===== src/rtl/kmc_pkg.sv =====
// kmc_pkg
//   Shared definitions for the KMC11 control RAM (CRAM) maintenance path.
//   The CRAM width/depth constants are also used by the microsequencer CRAM
//   mux, so both sides of the cramSEL steering agree on the word geometry.
//   Contents:
//     CRAM_ADDR_WIDTH  CRAM address bits (1K words)
//     CRAM_DATA_WIDTH  CRAM word width
//     ldr_state_t      loader FSM states
package kmc_pkg;

  localparam int CRAM_ADDR_WIDTH = 10;
  localparam int CRAM_DATA_WIDTH = 16;

  // Loader cycle states. REJ is a one-cycle completion for refused
  // requests and never touches the CRAM.
  typedef enum logic [2:0] {
    IDLE    = 3'd0,
    WRITE   = 3'd1,
    RDWAIT  = 3'd2,
    CHECK   = 3'd3,
    CAPTURE = 3'd4,
    REJ     = 3'd5,
    DONE    = 3'd6
  } ldr_state_t;

endpackage


===== src/rtl/kmc_cram_ldr.sv =====
// kmc_cram_ldr
//   Host-side maintenance loader/reader for the KMC11 1K x 16 control RAM.
//   Runs one write, write-verify or read cycle per host request while the
//   microprocessor is halted, and owns the CRAM address/data/WE path for the
//   duration of that cycle (cramSEL).
// Ports:
//   clk, rst_n      clock, asynchronous active-low reset
//   kmcINIT         synchronous initialize (MCLR)
//   kmcRUN          microprocessor running; loader access is illegal while high
//   hostWR/hostRD   write (CRAMWR) / read (ROMO) request pulses
//   hostAUTOINC     use the internal pointer instead of hostADDR
//   hostADDR/DATA   CRAM address (SEL4) and write data (SEL6)
//   hostRDATA       read-back data, held until the next read or INIT
//   hostPTR         last used address + 1
//   hostBUSY        operation in progress
//   hostDONE        one-cycle completion pulse
//   hostERR         sticky error (reject, verify miscompare, abort)
//   cramSEL         steers the CRAM mux to this loader
//   cramADDR/DATO   CRAM address and write data
//   cramWE          CRAM write enable
//   cramDATI        CRAM read data, valid the cycle after the address
module kmc_cram_ldr
  import kmc_pkg::*;
#(
  parameter int ADDR_WIDTH = CRAM_ADDR_WIDTH,
  parameter int DATA_WIDTH = CRAM_DATA_WIDTH,
  parameter bit VERIFY     = 1'b1
) (
  input  logic                  clk,
  input  logic                  rst_n,
  input  logic                  kmcINIT,
  input  logic                  kmcRUN,
  input  logic                  hostWR,
  input  logic                  hostRD,
  input  logic                  hostAUTOINC,
  input  logic [ADDR_WIDTH-1:0] hostADDR,
  input  logic [DATA_WIDTH-1:0] hostDATA,
  output logic [DATA_WIDTH-1:0] hostRDATA,
  output logic [ADDR_WIDTH-1:0] hostPTR,
  output logic                  hostBUSY,
  output logic                  hostDONE,
  output logic                  hostERR,
  output logic                  cramSEL,
  output logic [ADDR_WIDTH-1:0] cramADDR,
  output logic [DATA_WIDTH-1:0] cramDATO,
  output logic                  cramWE,
  input  logic [DATA_WIDTH-1:0] cramDATI
);

  ldr_state_t state, state_nxt;

  logic [ADDR_WIDTH-1:0] addr_q;
  logic [ADDR_WIDTH-1:0] ptr_q;
  logic [DATA_WIDTH-1:0] data_q;
  logic [DATA_WIDTH-1:0] rdata_q;
  logic                  wr_q;
  logic                  ok_q;
  logic                  err_q;

  logic active;
  logic accept;
  logic reject;
  logic abort;

  // State register. INIT behaves like reset but waits for the clock edge.
  always_ff @(posedge clk or negedge rst_n) begin
    if (!rst_n) begin
      state <= IDLE;
    end else if (kmcINIT) begin
      state <= IDLE;
    end else begin
      state <= state_nxt;
    end
  end

  // Next-state logic and all CRAM/host strobes. The CRAM-owning states are
  // grouped as "active"; only those can be aborted by the micro starting up,
  // and an abort jumps straight to DONE so SEL/WE fall on that same edge.
  always_comb begin
    state_nxt = state;
    accept    = 1'b0;
    reject    = 1'b0;
    abort     = 1'b0;
    active    = (state == WRITE) || (state == RDWAIT) ||
                (state == CHECK) || (state == CAPTURE);

    case (state)
      IDLE: begin
        if (hostWR || hostRD) begin
          if (kmcRUN || (hostWR && hostRD)) begin
            reject    = 1'b1;
            state_nxt = REJ;
          end else begin
            accept    = 1'b1;
            state_nxt = hostWR ? WRITE : RDWAIT;
          end
        end
      end
      WRITE:   state_nxt = VERIFY ? RDWAIT : DONE;
      RDWAIT:  state_nxt = wr_q ? CHECK : CAPTURE;
      CHECK:   state_nxt = DONE;
      CAPTURE: state_nxt = DONE;
      REJ:     state_nxt = IDLE;
      DONE:    state_nxt = IDLE;
      default: state_nxt = IDLE;
    endcase

    if (active && kmcRUN) begin
      abort     = 1'b1;
      state_nxt = DONE;
    end

    hostBUSY = (state != IDLE) && (state != REJ);
    hostDONE = (state == DONE) || (state == REJ);
    cramSEL  = active;
    cramWE   = (state == WRITE);
    cramADDR = active ? addr_q : '0;
    cramDATO = active ? data_q : '0;
  end

  // Request latches, pointer, read-back register and the sticky error.
  // ok_q remembers whether the cycle ran to completion, so DONE only moves
  // the pointer for operations that actually reached the CRAM.
  always_ff @(posedge clk or negedge rst_n) begin
    if (!rst_n) begin
      addr_q  <= '0;
      data_q  <= '0;
      ptr_q   <= '0;
      rdata_q <= '0;
      wr_q    <= 1'b0;
      ok_q    <= 1'b0;
      err_q   <= 1'b0;
    end else if (kmcINIT) begin
      addr_q  <= '0;
      data_q  <= '0;
      ptr_q   <= '0;
      rdata_q <= '0;
      wr_q    <= 1'b0;
      ok_q    <= 1'b0;
      err_q   <= 1'b0;
    end else begin
      if (accept) begin
        addr_q <= hostAUTOINC ? ptr_q : hostADDR;
        data_q <= hostDATA;
        wr_q   <= hostWR;
        ok_q   <= 1'b1;
        err_q  <= 1'b0;
      end
      if (reject) begin
        err_q <= 1'b1;
      end
      if (abort) begin
        ok_q  <= 1'b0;
        err_q <= 1'b1;
      end else begin
        if ((state == CHECK) && (cramDATI != data_q)) begin
          err_q <= 1'b1;
        end
        if (state == CAPTURE) begin
          rdata_q <= cramDATI;
        end
      end
      if ((state == DONE) && ok_q) begin
        ptr_q <= addr_q + 1'b1;
      end
    end
  end

  assign hostRDATA = rdata_q;
  assign hostPTR   = ptr_q;
  assign hostERR   = err_q;

endmodule


===== config.mk =====
export PLATFORM = sky130hd
export DESIGN_NAME = kmc_cram_ldr
export DESIGN_NICKNAME = d
export VERILOG_FILES = /design/src/rtl/kmc_pkg.sv /design/src/rtl/kmc_cram_ldr.sv
export SDC_FILE = /design/constraint.sdc
export NUM_CORES = 1
export LEC_CHECK = 0
export ABC_AREA = 1
export CAP_MARGIN = 40
export CORE_MARGIN = 2
export CORE_UTILIZATION = 45
export CTS_CLUSTER_DIAMETER = 30
export DETAILED_ROUTE_END_ITERATION = 10
export PLACE_DENSITY = 0.88
export SETUP_SLACK_MARGIN = 0.2
export SLEW_MARGIN = 10
export SYNTH_ARGS = -nofsm -noshare
export SYNTH_HDL_FRONTEND = slang
export SYNTH_SLANG_ARGS = --single-unit
export TNS_END_PERCENT = 10

===== constraint.sdc =====
create_clock -name clk -period 1.7 [get_ports clk]
set_input_delay 0.255 -clock clk [delete_from_list [all_inputs] [get_ports clk]]
set_output_delay 0.255 -clock clk [all_outputs]
set_load 0.05 [all_outputs]

## Yosys cells after proc, flatten, opt, wreduce, memory -nomap -nowiden

Cells that the tools add are included.

- Add/subtract/negate cells: 1
- Equal/unequal tests: 10
- Mux-type cells: 36
- Reduce and logical (&&, ||, !) cells: 20

Operator list:

| operator | number |
|---|---|
| 2-to-1 mux 16 bit | 6 |
| 2-to-1 mux 10 bit | 6 |
| 2-to-1 mux 1 bit | 17 |
| inequality test 16 bit | 1 |
| 2-to-1 mux 3 bit | 5 |
| case mux 3 bit (4 select lines) | 1 |
| adder 10 x 1 -> 10 bit, second input constant | 1 |
| equality test 3 bit, second input constant | 3 |
| equality test 3 x 2 -> 1 bit, second input constant | 2 |
| logical OR 1 bit | 6 |
| nonzero test 2 bit | 3 |
| nonzero test 3 bit | 2 |
| logical AND 1 bit | 5 |
| nonzero test 5 bit | 1 |
| inequality test 4 bit, second input constant | 1 |
| equality test 3 x 1 -> 1 bit, second input constant | 1 |
| logical NOT 3 bit | 1 |
| inequality test 3 bit, second input constant | 1 |
| 2-to-1 mux 2 bit | 1 |
| inequality test 2 bit, second input constant | 1 |
| AND reduction 2 bit | 1 |
| OR reduction 2 bit | 1 |

- Flip-flop bits (word level): 58
- Bits of input ports: 49
- Output and inout port bits: 57

## Longest topological paths before layout

- Depth in word-level cells: 10
- Mapped depth: 9
- Gate-level depth less buffers: 9

## Least setup slack after synthesis

OpenSTA, ideal clock, no wires.

- Path kind: register -> output
- Start point: register state[0]
- End point: output port cramDATO[10]
- Data arrival time: 1.730 ns
- Slack: -0.285 ns
- Stages on the path, launching flop included: 7
- Path buffers: 1
- Cell sequence: dfrtp_1 > nor2_2 > inv_2 > nor2_4 > nor2_4 > buf_2 > nor2_1

- Cells in the longest elaborated chain, start to end: 5
- Elaborated cells on any way between the ends: 8

RTL lines:

| what | line | source |
|---|---|---|
| from (decl) | kmc_cram_ldr.sv:50 | `ldr_state_t state, state_nxt;` |
| from (signal assigned) | kmc_cram_ldr.sv:72 | `state <= state_nxt;` |
| equality test 3 x 1 -> 1 bit or equality test 3 x 2 -> 1 bit (tied branches) | kmc_cram_ldr.sv:84 | `active = (state == WRITE) \|\| (state == RDWAIT) \|\|` |
| logical OR 1 bit (2 in a row) | kmc_cram_ldr.sv:84 |  |
| logical OR 1 bit (*) | kmc_cram_ldr.sv:85 | `(state == CHECK) \|\| (state == CAPTURE);` |
| 2-to-1 mux 16 bit (*) | kmc_cram_ldr.sv:118 | `cramDATO = active ? data_q : '0;` |
| to (decl) | kmc_cram_ldr.sv:45 | `output logic [DATA_WIDTH-1:0] cramDATO,` |

Every way passes the cells marked *; elsewhere a longest branch is shown, timed or not.

## Worst setup path after layout

- Start point: register state[1]
- End point: output port cramADDR[9]

- Cells in the longest elaborated chain, start to end: 5
- Elaborated cells on any way between the ends: 8

RTL lines:

| what | line | source |
|---|---|---|
| equality test 3 x 1 -> 1 bit or equality test 3 x 2 -> 1 bit (tied branches) | kmc_cram_ldr.sv:84 |  |
| logical OR 1 bit (2 in a row) | kmc_cram_ldr.sv:84 |  |
| logical OR 1 bit (*) | kmc_cram_ldr.sv:85 |  |
| 2-to-1 mux 10 bit (*) | kmc_cram_ldr.sv:117 | `cramADDR = active ? addr_q : '0;` |
| to (decl) | kmc_cram_ldr.sv:44 | `output logic [ADDR_WIDTH-1:0] cramADDR,` |

Marks and branches as above.

==> flow_summary.toml <==
[global_routing]
grt-busiest-layer = "met2"
use_met2 = 0.432
grt_use_total = 0.255
antenna_found_initial = 0
grt_pass1_wl_mm = 15.0
grt_max_degree = 31
overflow = 0
first_global_vias = 3165
use_met3 = 0.0396
use_met1 = 0.317

[synth]
ys_seq_elements = 58
synth.top_cells.by_area = "dfrtp_1 (46%), nand2_1 (9.5%), inv_1 (8.9%)"
syn-instance-count = 401
syn-num-nets = 451
postSynthAreaPerCell_sq_um = 7.89
yosysSeqAreaShare = 0.459
synth_flop_cell = "dfrtp_1"
synth.distinct_cells = 34
yosys_warnings = 0
async_flop_share = 1.00
syn-cell-area_sq_um = 3160
synth_top_area_share = 0.459
synth_top_area_cell = "dfrtp_1"
synth_edf_count = 0

[pwr]
pwr_density_cell_nw_per_um2 = 1430
p_sw_frac = 0.449
p_seq_frac = 0.237
p_int_w = 0.00396
comb_power_share = 0.564
clkPwrFrac = 0.198
total_leakage_power_nw = 2.35
irDropWorstVdd_mv = 1.42
switchingPower_w = 0.00323

[placement]
gp_congestion = 0.845
dp_cells = 611
io_buffers = 105
dp_hpwl_mm = 6.82
dp_slack_ns = -0.0248
dpl-instance-area_sq_um = 4560

[setup_path]
slowest_delay_ns = 0.40
crit_slowest_cell = "dfrtp_1"
crit_type = "reg2out"
worstPathMaxFanout = 14
reg2reg_setup_slack_ns = 0.01
crit_top_cell = "nor2_4"
ff2ff_path_depth = 8
cp.required_ns = 1.44
cp-end-kind = "primary output"
r2r-start = "state[1]"
cp-start-kind = "flop"
worstPathCellList = "nor2_4 > inv_4 > nor2_4 > nor2_4 > buf_12 > nor2_4 > buf_6"
crit_buf_inv = 3
path_depth = 7
r2r_end = "hostRDATA[8]"
crit_arrival_ns = 1.63
crit_family = "simple AND/OR/NAND/NOR gates"

[cells_and_area]
syn_to_final_growth_pct = 59.2
layout-drive-gt1-share = 0.317
diodes = 0
postLayoutCellArea_sq_um = 5030
regArea_sq_um = 1450
nets = 585
finalNonFillerCells = 636
n_fill_cell = 445
multiInputGateArea_sq_um = 1550

[cts]
cts_tree = "yes"
cts.sinks = 58
numCtsBuffers = 9
clock_latency_ns = 0.34
cts_buffer_depth = 2
root_buffer = "clkbuf_8"
clk_pin_slew_worst_paths_ns = 0.07
htreeDepth = 3

[drt]
wirelength_mm = 9.86
drc = 0
antenna_left = 0
drt_iter0_markers = 216
wl_per_cell_microns = 15.5
via_per_inst = 5.15
dr.pass1.iters = 6
num_vias = 3275

[die]
io_pins = 106
rows = 30
fp.dieH_microns = 87.8
core_area_sq_um = 6790
initial_core_util = 0.466
die_area_sq_um = 7720
die_w_microns = 87.8

[timing]
relSlewSlack = 0.666
slew_violations = 0
timing.fmax_mhz = 530
finalSetupViolCount = 28
hold_violations = 0
worst_slack_ns = -0.188
worst-slew-pin-transition_ns = 0.500
tns_ns = -4.43
rsz0062_at_grt = "true"
clock_skew_ns = 0.0103
min_period_over_period = 1.11
period_needed_ns = 1.89

[outcome]
outcome = "finished, violations left"
violations = "setup timing"

[min_path]
min_path_type = "in2async"

[run]
cap_violations = 0
## sequential cells by signal (all words and copies together), names as in the netlist
signal / count
state: 3
data_q: 16
ok_q: 1
hostERR: 1
addr_q: 10
hostPTR: 10
wr_q: 1
hostRDATA: 16
## routing by layer
metal / vias to the layer above / share of wire
met5: - / 0
met4: 0 / 0.040
met3: 41 / 0.047
met2: 125 / 0.52
met1: 1557 / 0.39
li1: 1552 / -
## stage by stage
step | hold WS (ns) | util | power (W)
after floorplan | -0.0406 | - | 0.00410
after global placement | 0.227 | 0.671 | 0.00516
after detailed placement | 0.241 | 0.671 | 0.00523
after CTS | 0.447 | 0.727 | 0.00688
after global routing | 0.478 | 0.741 | 0.00751
final | 0.456 | 0.741 | 0.00719
## cells in the mapped netlist (4+ instances only)
cell / count
buf_2: 6
dfrtp_1: 58
inv_1: 75
inv_2: 6
mux2i_1: 4
nand2_1: 80
nand3_1: 28
nor2_1: 44
nor2_4: 5
nor3_1: 4
o21ai_0: 18
o21ai_1: 17
o22ai_1: 18
o22ai_2: 10
## logic make-up after synthesis
family,after synthesis,synth area share
and+or+nand+nor,170,0.240
buffers and inverters,93,0.121
AOI/OAI and AO/OA,73,0.158
DFF,58,0.459
muxes,4,0.0127
xor gates and xnor gates,2,0.00554
adders and majority gates,1,0.00396
## cells in the final DEF, fill, tap and decap left out, types with 10 or more instances in the layout
cell type / n
dfrtp_1: 57
buf_12: 10
o21ai_1: 17
o22ai_2: 15
buf_6: 25
nor2_1: 16
clkbuf_8: 10
clkdlybuf4s50_1: 47
inv_1: 73
nor2_4: 27
buf_4: 48
nand3_1: 28
o22ai_1: 13
nand2_1: 80
o21ai_0: 18
## power by group through the flow
stage	combinational, W	clock, W	sequential [W]
after global placement	0.00346	0	0.00170
final	0.00406	0.00142	0.00171
after detailed placement	0.00351	0	0.00171
after global routing	0.00427	0.00152	0.00173
after CTS	0.00373	0.00144	0.00171
after floorplan	0.00219	0	0.00191
## repair_timing
item                       in CTS  in global routing
buffers inserted                1                  6
hold buffers                    1                  0
gates resized for setup        38                  8
pin swaps                      20                 20
setup endpoints to repair      46                 66
hold endpoints to repair       18                  0
cloned                          0                  1
## cell type report
type,instances,share of cell area
tap,96,0.0239
sequential,58,0.289
clock inverter,5,0.0154
timing repair buffer,135,0.275
inverter,81,0.0619
multi-input combinational,250,0.308
clock buffer,11,0.0281
## worst max path at each step
stage | startpoint | end | slack [ns]
5_1_grt | state[2] | cramADDR[1] | -0.25
3_3_place_gp | kmcINIT | hostRDATA[3] | 0.06
4_1_cts | state[0] | cramDATO[15] | -0.21
6_report | state[1] | cramADDR[9] | -0.19
2_1_floorplan | state[2] | hostBUSY | -0.02
3_5_place_dp | kmcINIT | hostRDATA[1] | -0.02
Note: power is estimated with default switching activity, not from simulation.
